--- src/rtl/counter_pkg.sv ---
// Shared types for the lab counter blocks.
// Provides the countdown_timer FSM state encoding.
package counter_pkg;

  typedef enum logic [1:0] {
    IDLE   = 2'd0,
    RUN    = 2'd1,
    EXPIRE = 2'd2
  } timer_state_t;

endpackage

--- src/rtl/countdown_timer_if.sv ---
// Control/status bundle for countdown_timer.
// master: start, v, reload, en out; count, busy, done in.
// slave : the mirror image, used by the timer itself.
interface countdown_timer_if #(
  parameter int unsigned WIDTH = 8
);

  logic             start;
  logic [WIDTH-1:0] v;
  logic             reload;
  logic             en;
  logic [WIDTH-1:0] count;
  logic             busy;
  logic             done;

  modport master (
    output start, v, reload, en,
    input  count, busy, done
  );

  modport slave (
    input  start, v, reload, en,
    output count, busy, done
  );

endinterface

--- src/rtl/tick_gen.sv ---
// Prescaler: asserts tick on every PRESCALE-th enabled cycle.
// Ports: clk, rst (sync, active-high), clr (zero the phase), en (advance),
//        tick (combinational from the phase register and en).
module tick_gen #(
  parameter int unsigned PRESCALE = 1
) (
  input  logic clk,
  input  logic rst,
  input  logic clr,
  input  logic en,
  output logic tick
);

  localparam int unsigned PSC_W = (PRESCALE > 1) ? $clog2(PRESCALE) : 1;
  localparam logic [PSC_W-1:0] PSC_LAST = PSC_W'(PRESCALE - 1);

  logic [PSC_W-1:0] psc;

  // With PRESCALE=1 psc stays 0, so tick degenerates to en.
  assign tick = en && (psc == PSC_LAST);

  // Phase counter; clr wins over counting.
  always_ff @(posedge clk) begin
    if (rst || clr) begin
      psc <= '0;
    end else if (tick) begin
      psc <= '0;
    end else if (en) begin
      psc <= psc + PSC_W'(1);
    end
  end

endmodule

--- src/rtl/countdown_timer.sv ---
// Preloadable down-counter with one-cycle done pulse and optional auto-reload.
// Ports: clk, rst (sync, active-high), bus (countdown_timer_if.slave):
//        start/v/reload load a new count, en pauses counting,
//        count is the registered value, busy marks RUN, done marks EXPIRE.
module countdown_timer
  import counter_pkg::*;
#(
  parameter int unsigned WIDTH    = 8,
  parameter int unsigned PRESCALE = 1
) (
  input  logic               clk,
  input  logic               rst,
  countdown_timer_if.slave   bus
);

  timer_state_t     state_q, state_d;
  logic [WIDTH-1:0] count_q, count_d;
  logic [WIDTH-1:0] load_q,  load_d;
  logic             reload_q, reload_d;
  logic             busy_q, done_q;
  logic             tick;

  // Phase is discarded on any load and whenever the timer is not running.
  tick_gen #(
    .PRESCALE (PRESCALE)
  ) u_tick_gen (
    .clk  (clk),
    .rst  (rst),
    .clr  (bus.start || (state_q != RUN)),
    .en   (bus.en && (state_q == RUN)),
    .tick (tick)
  );

  // State and datapath registers; busy/done are registered decodes of the next state.
  always_ff @(posedge clk) begin
    if (rst) begin
      state_q  <= IDLE;
      count_q  <= '0;
      load_q   <= '0;
      reload_q <= 1'b0;
      busy_q   <= 1'b0;
      done_q   <= 1'b0;
    end else begin
      state_q  <= state_d;
      count_q  <= count_d;
      load_q   <= load_d;
      reload_q <= reload_d;
      busy_q   <= (state_d == RUN);
      done_q   <= (state_d == EXPIRE);
    end
  end

  // Next-state and datapath update; start overrides every other transition.
  always_comb begin
    state_d  = state_q;
    count_d  = count_q;
    load_d   = load_q;
    reload_d = reload_q;

    if (bus.start) begin
      count_d  = bus.v;
      load_d   = bus.v;
      reload_d = bus.reload;
      state_d  = (bus.v != '0) ? RUN : EXPIRE;
    end else begin
      case (state_q)
        RUN: begin
          // count >= 1 in RUN, so the decrement never wraps.
          if (tick && (count_q != '0)) begin
            count_d = count_q - WIDTH'(1);
            if (count_q == WIDTH'(1)) begin
              state_d = EXPIRE;
            end
          end
        end
        EXPIRE: begin
          if (reload_q) begin
            // A zero reload value re-expires immediately instead of idling in RUN.
            count_d = load_q;
            state_d = (load_q != '0) ? RUN : EXPIRE;
          end else begin
            state_d = IDLE;
          end
        end
        default: begin
          state_d = state_q;
        end
      endcase
    end
  end

  assign bus.count = count_q;
  assign bus.busy  = busy_q;
  assign bus.done  = done_q;

endmodule

--- src/flat_wrapper.sv ---
// flat-port wrapper written by rule: the top's interface ports become plain ports
module countdown_timer_flat import counter_pkg::*;
#(
  parameter int unsigned WIDTH    = 8,
  parameter int unsigned PRESCALE = 1
)
  (clk, rst, bus_start, bus_v, bus_reload, bus_en, bus_count, bus_busy, bus_done);
  countdown_timer_if #(.WIDTH(WIDTH)) bus_i ();
  input  logic clk;
  input  logic rst;
  input wire logic [$bits(bus_i.start)-1:0] bus_start;
  input wire logic [$bits(bus_i.v)-1:0] bus_v;
  input wire logic [$bits(bus_i.reload)-1:0] bus_reload;
  input wire logic [$bits(bus_i.en)-1:0] bus_en;
  output wire logic [$bits(bus_i.count)-1:0] bus_count;
  output wire logic [$bits(bus_i.busy)-1:0] bus_busy;
  output wire logic [$bits(bus_i.done)-1:0] bus_done;
  assign bus_i.start = bus_start;
  assign bus_i.v = bus_v;
  assign bus_i.reload = bus_reload;
  assign bus_i.en = bus_en;
  assign bus_count = bus_i.count;
  assign bus_busy = bus_i.busy;
  assign bus_done = bus_i.done;
  countdown_timer #(.WIDTH(WIDTH), .PRESCALE(PRESCALE)) u_core (.clk(clk), .rst(rst), .bus(bus_i));
endmodule
--- config.mk ---
export PLATFORM = sky130hd
export DESIGN_NAME = countdown_timer_flat
export DESIGN_NICKNAME = d
export VERILOG_FILES = /design/src/rtl/counter_pkg.sv /design/src/rtl/countdown_timer_if.sv /design/src/rtl/tick_gen.sv /design/src/rtl/countdown_timer.sv /design/src/flat_wrapper.sv
export SDC_FILE = /design/constraint.sdc
export NUM_CORES = 1
export LEC_CHECK = 0
export ABC_AREA = 0
export BUFFER_PORTS_ARGS = -buffer_cell sky130_fd_sc_hd__buf_2
export CORE_AREA = 2 2 52 54
export CTS_CLUSTER_SIZE = 20
export DETAILED_ROUTE_END_ITERATION = 8
export DIE_AREA = 0 0 54 56
export PLACE_DENSITY = 0.82
export SKIP_LAST_GASP = 1
export SYNTH_ARGS = -nofsm -noshare
export SYNTH_HDL_FRONTEND = slang
export SYNTH_SLANG_ARGS = --single-unit
--- constraint.sdc ---
create_clock -name clk -period 5.52 [get_ports clk]
set_clock_uncertainty 0.2 [all_clocks]
set_input_delay 1.104 -clock clk [delete_from_list [all_inputs] [get_ports clk]]
set_output_delay 1.104 -clock clk [all_outputs]
set_load 0.01 [all_outputs]
# After elaboration in Yosys (flattened, before gate mapping)
# Cells that the tools add are included.
[word_totals] ramBits=0 ff_bits=22 word_cells=40 mem_count=0 latchBits=0 romBits=0 out_inout_bits=10 input_bits=13
[op_classes] div_mod_pow=0 order_cmp=0 n_reduce_logical=11 bitwise_logic=1 n_mul=0 addsub=2 n_mux=11 n_shift=0 eq_ne=8
[op_table] op="8-bit two-way mux" count=3
[op_table] op="8-bit nonzero test" count=3
[op_table] op="8-bit one-hot mux with 2 select lines" count=1
[op_table] op="2-bit two-way mux" count=6
[op_table] op="8-bit by 1-bit == test with 1-bit output, second input constant" count=1
[op_table] op="8-bit by 1-bit subtractor with 8-bit output, second input constant" count=1
[op_table] op="2-bit by 1-bit == test with 1-bit output, second input constant" count=2
[op_table] op="2-bit == test, second input constant" count=2
[op_table] op="2-bit one-hot mux with 2 select lines" count=1
[op_table] op="1-bit logical AND" count=3
[op_table] op="3-bit by 2-bit != test with 1-bit output, second input constant" count=1
[op_table] op="3-bit != test, second input constant" count=1
[op_table] op="3-bit AND reduction" count=1
[op_table] op="3-bit nonzero test" count=1
[op_table] op="1-bit logical OR" count=2
[op_table] op="2-bit by 1-bit != test with 1-bit output, second input constant" count=1
[op_table] op="2-bit OR reduction" count=1
[op_table] op="1-bit adder, second input constant" count=1
[op_table] op="1-bit NOT" count=1

# Depth between registers and ports, before layout
# Gate-level depths: netlist of run 1.
[depth] word_depth=8 depth_mapped=9

# Cells and area by module
# From an unflattened synthesis of run 1, not the netlist that was laid out.
[unflattened] cells_unflattened=150 area_unflattened_um2=1292.5
[modules_own_cells] module="countdown_timer" cells_each=147 area_per_inst_um2=1251.2 instances=1
[modules_own_cells] module="tick_gen" cells_each=3 area_per_inst_um2=41.3 instances=1

# Worst setup path after synthesis of run 1
# OpenSTA, ideal clock, no wires.
[synth_timing] path_kind="input port to flip-flop" start="in bus_v[7]" end="reg u_core.busy_q, in the netlist u_core.bus.busy" arrival_ns=2.192 cell_stages=5 path_slack_ns=3.013 n_path_buf=0 required_time_ns=5.205 setup_time_ns=0.115 cell_sequence="or4_1 -> o21ai_1 -> nand2_1 -> o21ba_2 -> and2_1"
[synth_between] elab_chain_cells=4
[synth_lines] item="start: declaration" line_no="flat_wrapper.sv:12" text="input wire logic [$bits(bus_i.v)-1:0] bus_v;"
[synth_lines] item="8-bit nonzero test" line_no="countdown_timer.sv:64" text="state_d = (bus.v != '0) ? RUN : EXPIRE;"
[synth_lines] item="2-bit two-way mux" line_no="countdown_timer.sv:64"
[synth_lines] item="2-bit two-way mux" line_no="countdown_timer.sv:60" text="if (bus.start) begin"
[synth_lines] item="2-bit by 1-bit == test with 1-bit output" line_no="countdown_timer.sv:48" text="busy_q <= (state_d == RUN);"
[synth_lines] item="end signal: assignment" line_no="countdown_timer.sv:48"
[synth_lines] item="end: declaration" line_no="countdown_timer.sv:20" text="logic busy_q, done_q;"
# Every way passes these cells.
# A chain may end at the register's enable or synchronous reset.

# Final worst setup path of run 1
[layout_timing] start="reg u_core.state_q[0]" end="reg u_core.count_q[0], in the netlist u_core.bus.count[0]"
[layout_between] elab_chain_cells=6 elab_cells_between_ends=11 cone_classes="4 x eq/ne; 2 x mux; 5 x reduce/logical"
[layout_lines] item="start: declaration" line_no="countdown_timer.sv:16" text="timer_state_t state_q, state_d;"
[layout_lines] item="start signal: assignment" line_no="countdown_timer.sv:44" text="state_q <= state_d;"
[layout_lines] item="2-bit by 1-bit == test with 1-bit output" line_no="countdown_timer.sv:30, countdown_timer.sv:66"
[layout_lines] item="1-bit logical AND" line_no="countdown_timer.sv:30" text=".en (bus.en && (state_q == RUN)),"
[layout_lines] item="1-bit logical AND" line_no="tick_gen.sv:20" text="assign tick = en && (psc == PSC_LAST);"
[layout_lines] item="1-bit logical AND" line_no="countdown_timer.sv:69" text="if (tick && (count_q != '0)) begin"
[layout_lines] item="3-bit != test (no line)"
[layout_lines] item="3-bit AND reduction (no line)"
[layout_lines] item="end signal: assignment" line_no="countdown_timer.sv:45" text="count_q <= count_d;"
[layout_lines] item="end: declaration" line_no="countdown_timer.sv:17" text="logic [WIDTH-1:0] count_q, count_d;"
# Parallel ways exist; a longest one is shown, timed or not.

==> impl_metrics.env, run 1 <==
export IMPL_grt_pass1_wl_um=4690
export IMPL_clk_path_buf_depth=2
export IMPL_seq_area_frac_synth_pct=36.0
export IMPL_crit_reg2reg_launch="u_core.state_q[0]$_SDFF_PP0_"
export IMPL_path_buf_inv=1
export IMPL_syn_area_per_cell_um2=8.00
export IMPL_routabilityCongestion=0.853
export IMPL_grt_busiest_layer="met2"
export IMPL_drtAntennaViolNets=0
export IMPL_setup_tns_final_ns=0
export IMPL_synth_warnings=0
export IMPL_grt_pass1_vias=1057
export IMPL_core_area_um2=2430
export IMPL_regToRegSetupSlack_ns=2.74
export IMPL_synth_fp_nets=171
export IMPL_drive_gt1_share_pct=17.2
export IMPL_end_kind="flip-flop"
export IMPL_overflow=0
export IMPL_grt_max_degree=38
export IMPL_place_area_um2=1330
export IMPL_maxCapViolCount=0
export IMPL_required_ns=5.53
export IMPL_ys_types=36
export IMPL_synthTopCellsByArea="dfxtp_1 (36%), a21oi_1 (5.7%), mux2i_1 (5.7%), o21ai_0 (5.7%), ha_1 (5.1%)"
export IMPL_cts_repair_resized=0
export IMPL_holdPathStages=2
export IMPL_hp_class="reg2reg"
export IMPL_fin_util_pct=56.3
export IMPL_fillCellCount=225
export IMPL_numPortBuffers=22
export IMPL_synth_top_area_share_pct=36.0
export IMPL_grt_use_total_pct=19.9
export IMPL_initial_core_util_pct=50.3
export IMPL_rsz0062_at_grt="false"
export IMPL_critical_path_slowest_cell="ha_1"
export IMPL_design_power_total_mw=0.363
export IMPL_viasPerCell=5.85
export IMPL_tightestPinTransition_ns=0.750
export IMPL_clk_pin_slew_ns=0.12
export IMPL_p_leak_nw=0.569
export IMPL_synth_top_cell_by_area="dfxtp_1"
export IMPL_syn_instance_count=153
export IMPL_dp_hpwl_um=1940
export IMPL_ctsHoldBuffers=0
export IMPL_mostFrequentLayoutCells="buf_2 (22), dfxtp_1 (22), a21oi_1 (14), nor2_1 (14), o21ai_0 (14)"
export IMPL_max_stage_delay_ns=0.64
export IMPL_startpoint_type="flip-flop"
export IMPL_crit_chain="inv_1 > ha_1 > mux2i_1 > a21oi_1 > a21oi_1 > a211oi_1 > a2111oi_0"
export IMPL_route_detailed_drc=0
export IMPL_hp_start="u_core.u_tick_gen.psc$_SDFFE_PP0N_"
export IMPL_cts_root_buf="clkbuf_4"
export IMPL_peakVddDrop_uv=167
export IMPL_fin_crit_ns=2.78
export IMPL_num_io_pins=23
export IMPL_crit_top_cell="a21oi_1"
export IMPL_synthFlopType="dfxtp_1"
export IMPL_path_class="reg2reg"
export IMPL_die_area_um2=3020
export IMPL_clock_fmax_mhz=359
export IMPL_die_y_um=56
export IMPL_seq_area_um2=440
export IMPL_vias=1165
export IMPL_crit_family="compound AO/OA/AOI/OAI gates"
export IMPL_finalHoldViolCount=0
export IMPL_fin_crit_sh_pct=50.4
export IMPL_worst_slack_ns=2.74
export IMPL_multi_input_comb_area_um2=722
export IMPL_post_cts_buffers=0
export IMPL_drt_wirelength_per_cell_um=13.8
export IMPL_dieWidth_um=54
export IMPL_design_area_um2=1370
export IMPL_initialDrtViolationCount=52
export IMPL_cts_inserted_buffers=3
export IMPL_synth_async_reset_ratio_pct=0
export IMPL_slew_headroom_pct=50.0
export IMPL_ys_seq_elements=22
export IMPL_first_pass_iters=4
export IMPL_globalRouteMet1Util_pct=28.8
export IMPL_arrival_ns=2.79
export IMPL_r2r_cells=7
export IMPL_r2r_end="u_core.bus.count[0]$_SDFFE_PP0P_"
export IMPL_outcome="finished clean"
export IMPL_min_to="u_core.u_tick_gen.psc$_SDFFE_PP0N_"
export IMPL_htreeDepth=1
export IMPL_met2_usage_pct=30.1
export IMPL_nNetsFinal=188
export IMPL_totalWireLength_um=2750
export IMPL_core_rowCount=18
export IMPL_finalSetupViolations=0
export IMPL_areaGrowthSynthToFinish_pct=11.9
export IMPL_cts_tree="done"
export IMPL_antenna_found_initial=0
export IMPL_pre_cts_ws_ns=2.71
export IMPL_finalMaxSlewViolations=0
export IMPL_clk_latency_ns=0.32
export IMPL_critPathMaxFanout=24
export IMPL_synth_edf_count=0
export IMPL_met3_usage_pct=1.61
export IMPL_diodes=0
export IMPL_cts_sinks=22
export IMPL_powerDensity_nw_per_um2=265
export IMPL_synthesis_area_um2=1220
## worst max path at each step
stage	start	slack (ns)	depth (start not counted)	to
floorplan	bus_v[7]	3.01	5	u_core.bus.busy$_SDFF_PP0_
global route	u_core.state_q[0]$_SDFF_PP0_	2.52	7	u_core.bus.count[0]$_SDFFE_PP0P_
detailed placement	bus_start	2.71	4	u_core.bus.count[0]$_SDFFE_PP0P_
global placement	bus_start	2.74	4	u_core.bus.count[0]$_SDFFE_PP0P_
finish	u_core.state_q[0]$_SDFF_PP0_	2.74	7	u_core.bus.count[0]$_SDFFE_PP0P_
CTS	u_core.state_q[0]$_SDFF_PP0_	2.76	7	u_core.bus.count[0]$_SDFFE_PP0P_
## sequential cells by signal, indices dropped and copies added (netlist names)
| signal | count |
|---|---|
| u_core.bus.busy | 1 |
| u_core.bus.count | 8 |
| u_core.bus.done | 1 |
| u_core.load_q | 8 |
| u_core.reload_q | 1 |
| u_core.state_q | 2 |
| u_core.u_tick_gen.psc | 1 |
## cells by family (layout without fill, tap and decap cells)
group / Yosys count / after routing / share of synthesized area (%)
AND/OR/NAND/NOR: 56 / 56 / 23.9
AO/OA/AOI/OAI: 47 / 47 / 24.2
flip-flops: 22 / 22 / 36.0
buffers and inverters: 16 / 32 / 5.01
multiplexers: 7 / 7 / 5.73
adder cells (fa/ha/maj): 5 / 5 / 5.11
## power breakdown
part / switching, mW / internal, mW / leakage [nW]
Combinational: 0.0498 / 0.0380 / 0.366
Clock: 0.0514 / 0.0403 / 0.0210
Sequential: 0.0126 / 0.170 / 0.182
## layer usage
metal  vias to the layer above  share of wire (%)
li1                        588                  -
met1                       533                 46
met2                        40                 47
met3                         4                5.1
met4                         0                1.1
met5                         -                  0
## worst register-to-register path: stages, from the launching register on
cell and delay (ns):
dfxtp_1 0.35, inv_1 0.07, ha_1 0.64, mux2i_1 0.27, a21oi_1 0.10, a21oi_1 0.57, a211oi_1 0.16, a2111oi_0 0.32
## area by class of cell
type                            count  share of cell area, %
Sequential cell                    22                   32.2
Inverter                            6                   1.65
Tap cell                           30                   2.74
Clock buffer                        4                   2.65
Multi-Input combinational cell    115                   52.7
Timing Repair Buffer               22                   8.04
## cell usage after synthesis, drive strengths merged, types with 4 or more instances
library cell  count
dfxtp            22
a21oi            15
o21ai            15
nor2             14
nand2            12
clkbuf            8
mux2i             7
inv               6
nand2b            6
ha                5
nor3              5
nor4              5
a211oi            4
## per-stage QoR
stage	std cells	hold WS, ns
finish	199	0.267
CTS	199	0.268
global route	199	0.307
floorplan	153	0.224
global placement	195	0.235
detailed placement	195	0.250
No activity file was read; power rests on OpenSTA's default activity.
==> inputs of run 2 (changes only) <==
--- a/config.mk
+++ b/config.mk
@@ -7,11 +7,11 @@
 export LEC_CHECK = 0
 export ABC_AREA = 0
 export BUFFER_PORTS_ARGS = -buffer_cell sky130_fd_sc_hd__buf_2
-export CORE_AREA = 2 2 52 54
+export CORE_AREA = 2 2 54 56
 export CTS_CLUSTER_SIZE = 20
 export DETAILED_ROUTE_END_ITERATION = 8
-export DIE_AREA = 0 0 54 56
-export PLACE_DENSITY = 0.82
+export DIE_AREA = 0 0 56 58
+export PLACE_DENSITY = 0.8
 export SKIP_LAST_GASP = 1
 export SYNTH_ARGS = -nofsm -noshare
 export SYNTH_HDL_FRONTEND = slang
==> constraint.sdc (replaced) <==
create_clock -name clk -period 2.3 [get_ports clk]
set_clock_uncertainty 0.2 [all_clocks]
set_input_delay 0.46 -clock clk [delete_from_list [all_inputs] [get_ports clk]]
set_output_delay 0.46 -clock clk [all_outputs]
set_load 0.01 [all_outputs]
==> impl_metrics.env, run 2 (synthesized netlist as in run 1, its figures left out) <==
export IMPL_drt_wirelength_per_cell_um=14.1
export IMPL_clk_pin_slew_ns=0.12
export IMPL_crit_reg2reg_launch="u_core.state_q[0]$_SDFF_PP0_"
export IMPL_cts_tree="done"
export IMPL_rsz0062_at_grt="false"
export IMPL_r2r_end="u_core.bus.busy$_SDFF_PP0_"
export IMPL_peakVddDrop_uv=421
export IMPL_hp_start="bus_en"
export IMPL_dp_hpwl_um=2080
export IMPL_pre_cts_ws_ns=0.196
export IMPL_cts_repair_resized=0
export IMPL_post_cts_buffers=0
export IMPL_viasPerCell=5.92
export IMPL_finalHoldViolCount=0
export IMPL_startpoint_type="flip-flop"
export IMPL_fin_crit_sh_pct=92.2
export IMPL_outcome="finished clean"
export IMPL_core_rowCount=19
export IMPL_cts_inserted_buffers=3
export IMPL_cts_sinks=22
export IMPL_routabilityCongestion=0.903
export IMPL_hp_class="in2reg"
export IMPL_arrival_ns=2.14
export IMPL_vias=1208
export IMPL_cts_root_buf="clkbuf_4"
export IMPL_finalMaxSlewViolations=0
export IMPL_fin_crit_ns=2.12
export IMPL_diodes=0
export IMPL_die_y_um=58
export IMPL_r2r_cells=7
export IMPL_first_pass_iters=4
export IMPL_regToRegSetupSlack_ns=0.18
export IMPL_die_area_um2=3250
export IMPL_clock_fmax_mhz=472
export IMPL_grt_use_total_pct=19.0
export IMPL_tightestPinTransition_ns=0.502
export IMPL_worst_slack_ns=0.180
export IMPL_initial_core_util_pct=46.0
export IMPL_design_area_um2=1400
export IMPL_ctsHoldBuffers=0
export IMPL_drtAntennaViolNets=0
export IMPL_numPortBuffers=22
export IMPL_hold_slack_ns=0.123
export IMPL_finalSetupViolations=0
export IMPL_end_kind="flip-flop"
export IMPL_htreeDepth=1
export IMPL_num_io_pins=23
export IMPL_p_leak_nw=0.589
export IMPL_route_detailed_drc=0
export IMPL_areaGrowthSynthToFinish_pct=14.4
export IMPL_grt_pass1_vias=1099
export IMPL_core_area_um2=2660
export IMPL_place_area_um2=1360
export IMPL_required_ns=2.32
export IMPL_maxCapViolCount=0
export IMPL_totalWireLength_um=2880
export IMPL_slew_headroom_pct=66.4
export IMPL_mostFrequentLayoutCells="buf_2 (22), dfxtp_1 (22), a21oi_1 (14), nor2_1 (14), o21ai_0 (14)"
export IMPL_nNetsFinal=192
export IMPL_critPathMaxFanout=5
export IMPL_clk_path_buf_depth=2
export IMPL_setup_tns_final_ns=0
export IMPL_dieWidth_um=56
export IMPL_grt_pass1_wl_um=4960
export IMPL_overflow=0
export IMPL_clk_latency_ns=0.31
export IMPL_fin_util_pct=52.6
export IMPL_initialDrtViolationCount=44
export IMPL_endpoint="u_core.bus.busy$_SDFF_PP0_"
export IMPL_grt_max_degree=24
export IMPL_powerDensity_nw_per_um2=628
export IMPL_antenna_found_initial=0
export IMPL_startpoint="u_core.state_q[0]$_SDFF_PP0_"
export IMPL_path_class="reg2reg"
export IMPL_drive_gt1_share_pct=19.1
## run 2: stage by stage
step / power [mW] / std cells
2_1_floorplan: 0.593 / 153
3_3_place_gp: 0.658 / 200
3_5_place_dp: 0.666 / 200
4_1_cts: 0.881 / 204
5_1_grt: 0.929 / 204
6_report: 0.879 / 204
## run 2: cell type report
class,instances,area (um^2)
flip-flops and latches,22,440
inverters,6,22.5
multi-input cells,115,722
clock buffers,4,36.3
fillers,258,1260
well taps,31,38.8
repair buffers,26,140
## run 2: worst min-delay path by stage
stage,to,slack (ns),cells after the start
after floorplan,u_core.u_tick_gen.psc$_SDFFE_PP0N_,0.22,2
after global placement,u_core.u_tick_gen.psc$_SDFFE_PP0N_,0.23,2
after detailed placement,u_core.u_tick_gen.psc$_SDFFE_PP0N_,0.24,2
after CTS,u_core.u_tick_gen.psc$_SDFFE_PP0N_,0.12,2
after global routing,u_core.u_tick_gen.psc$_SDFFE_PP0N_,0.11,2
final,u_core.u_tick_gen.psc$_SDFFE_PP0N_,0.12,2
## run 2: routing by layer
| layer | GRT usage, % | vias to the layer above | wire length (um) |
|---|---|---|---|
| met5 | 0 | - | 0 |
| met4 | 8.16 | 0 | 46 |
| met3 | 4.02 | 6 | 165 |
| met2 | 31.1 | 38 | 1390 |
| met1 | 24.5 | 570 | 1280 |
| li1 | - | 594 | - |
## run 2: critical path, cell delays in order, from the launching register on
cell     delay (ns)
dfxtp_1        0.40
inv_1          0.06
ha_1           0.34
nor4b_1        0.31
a41oi_1        0.21
o211a_1        0.18
o21ba_2        0.20
and2_1         0.14
## run 2: power by group
part           total [mW]  leakage [nW]  switching, mW  internal (mW)
Sequential          0.439         0.182         0.0304          0.409
Clock               0.219        0.0210          0.122         0.0967
Combinational       0.221         0.386          0.121         0.0992
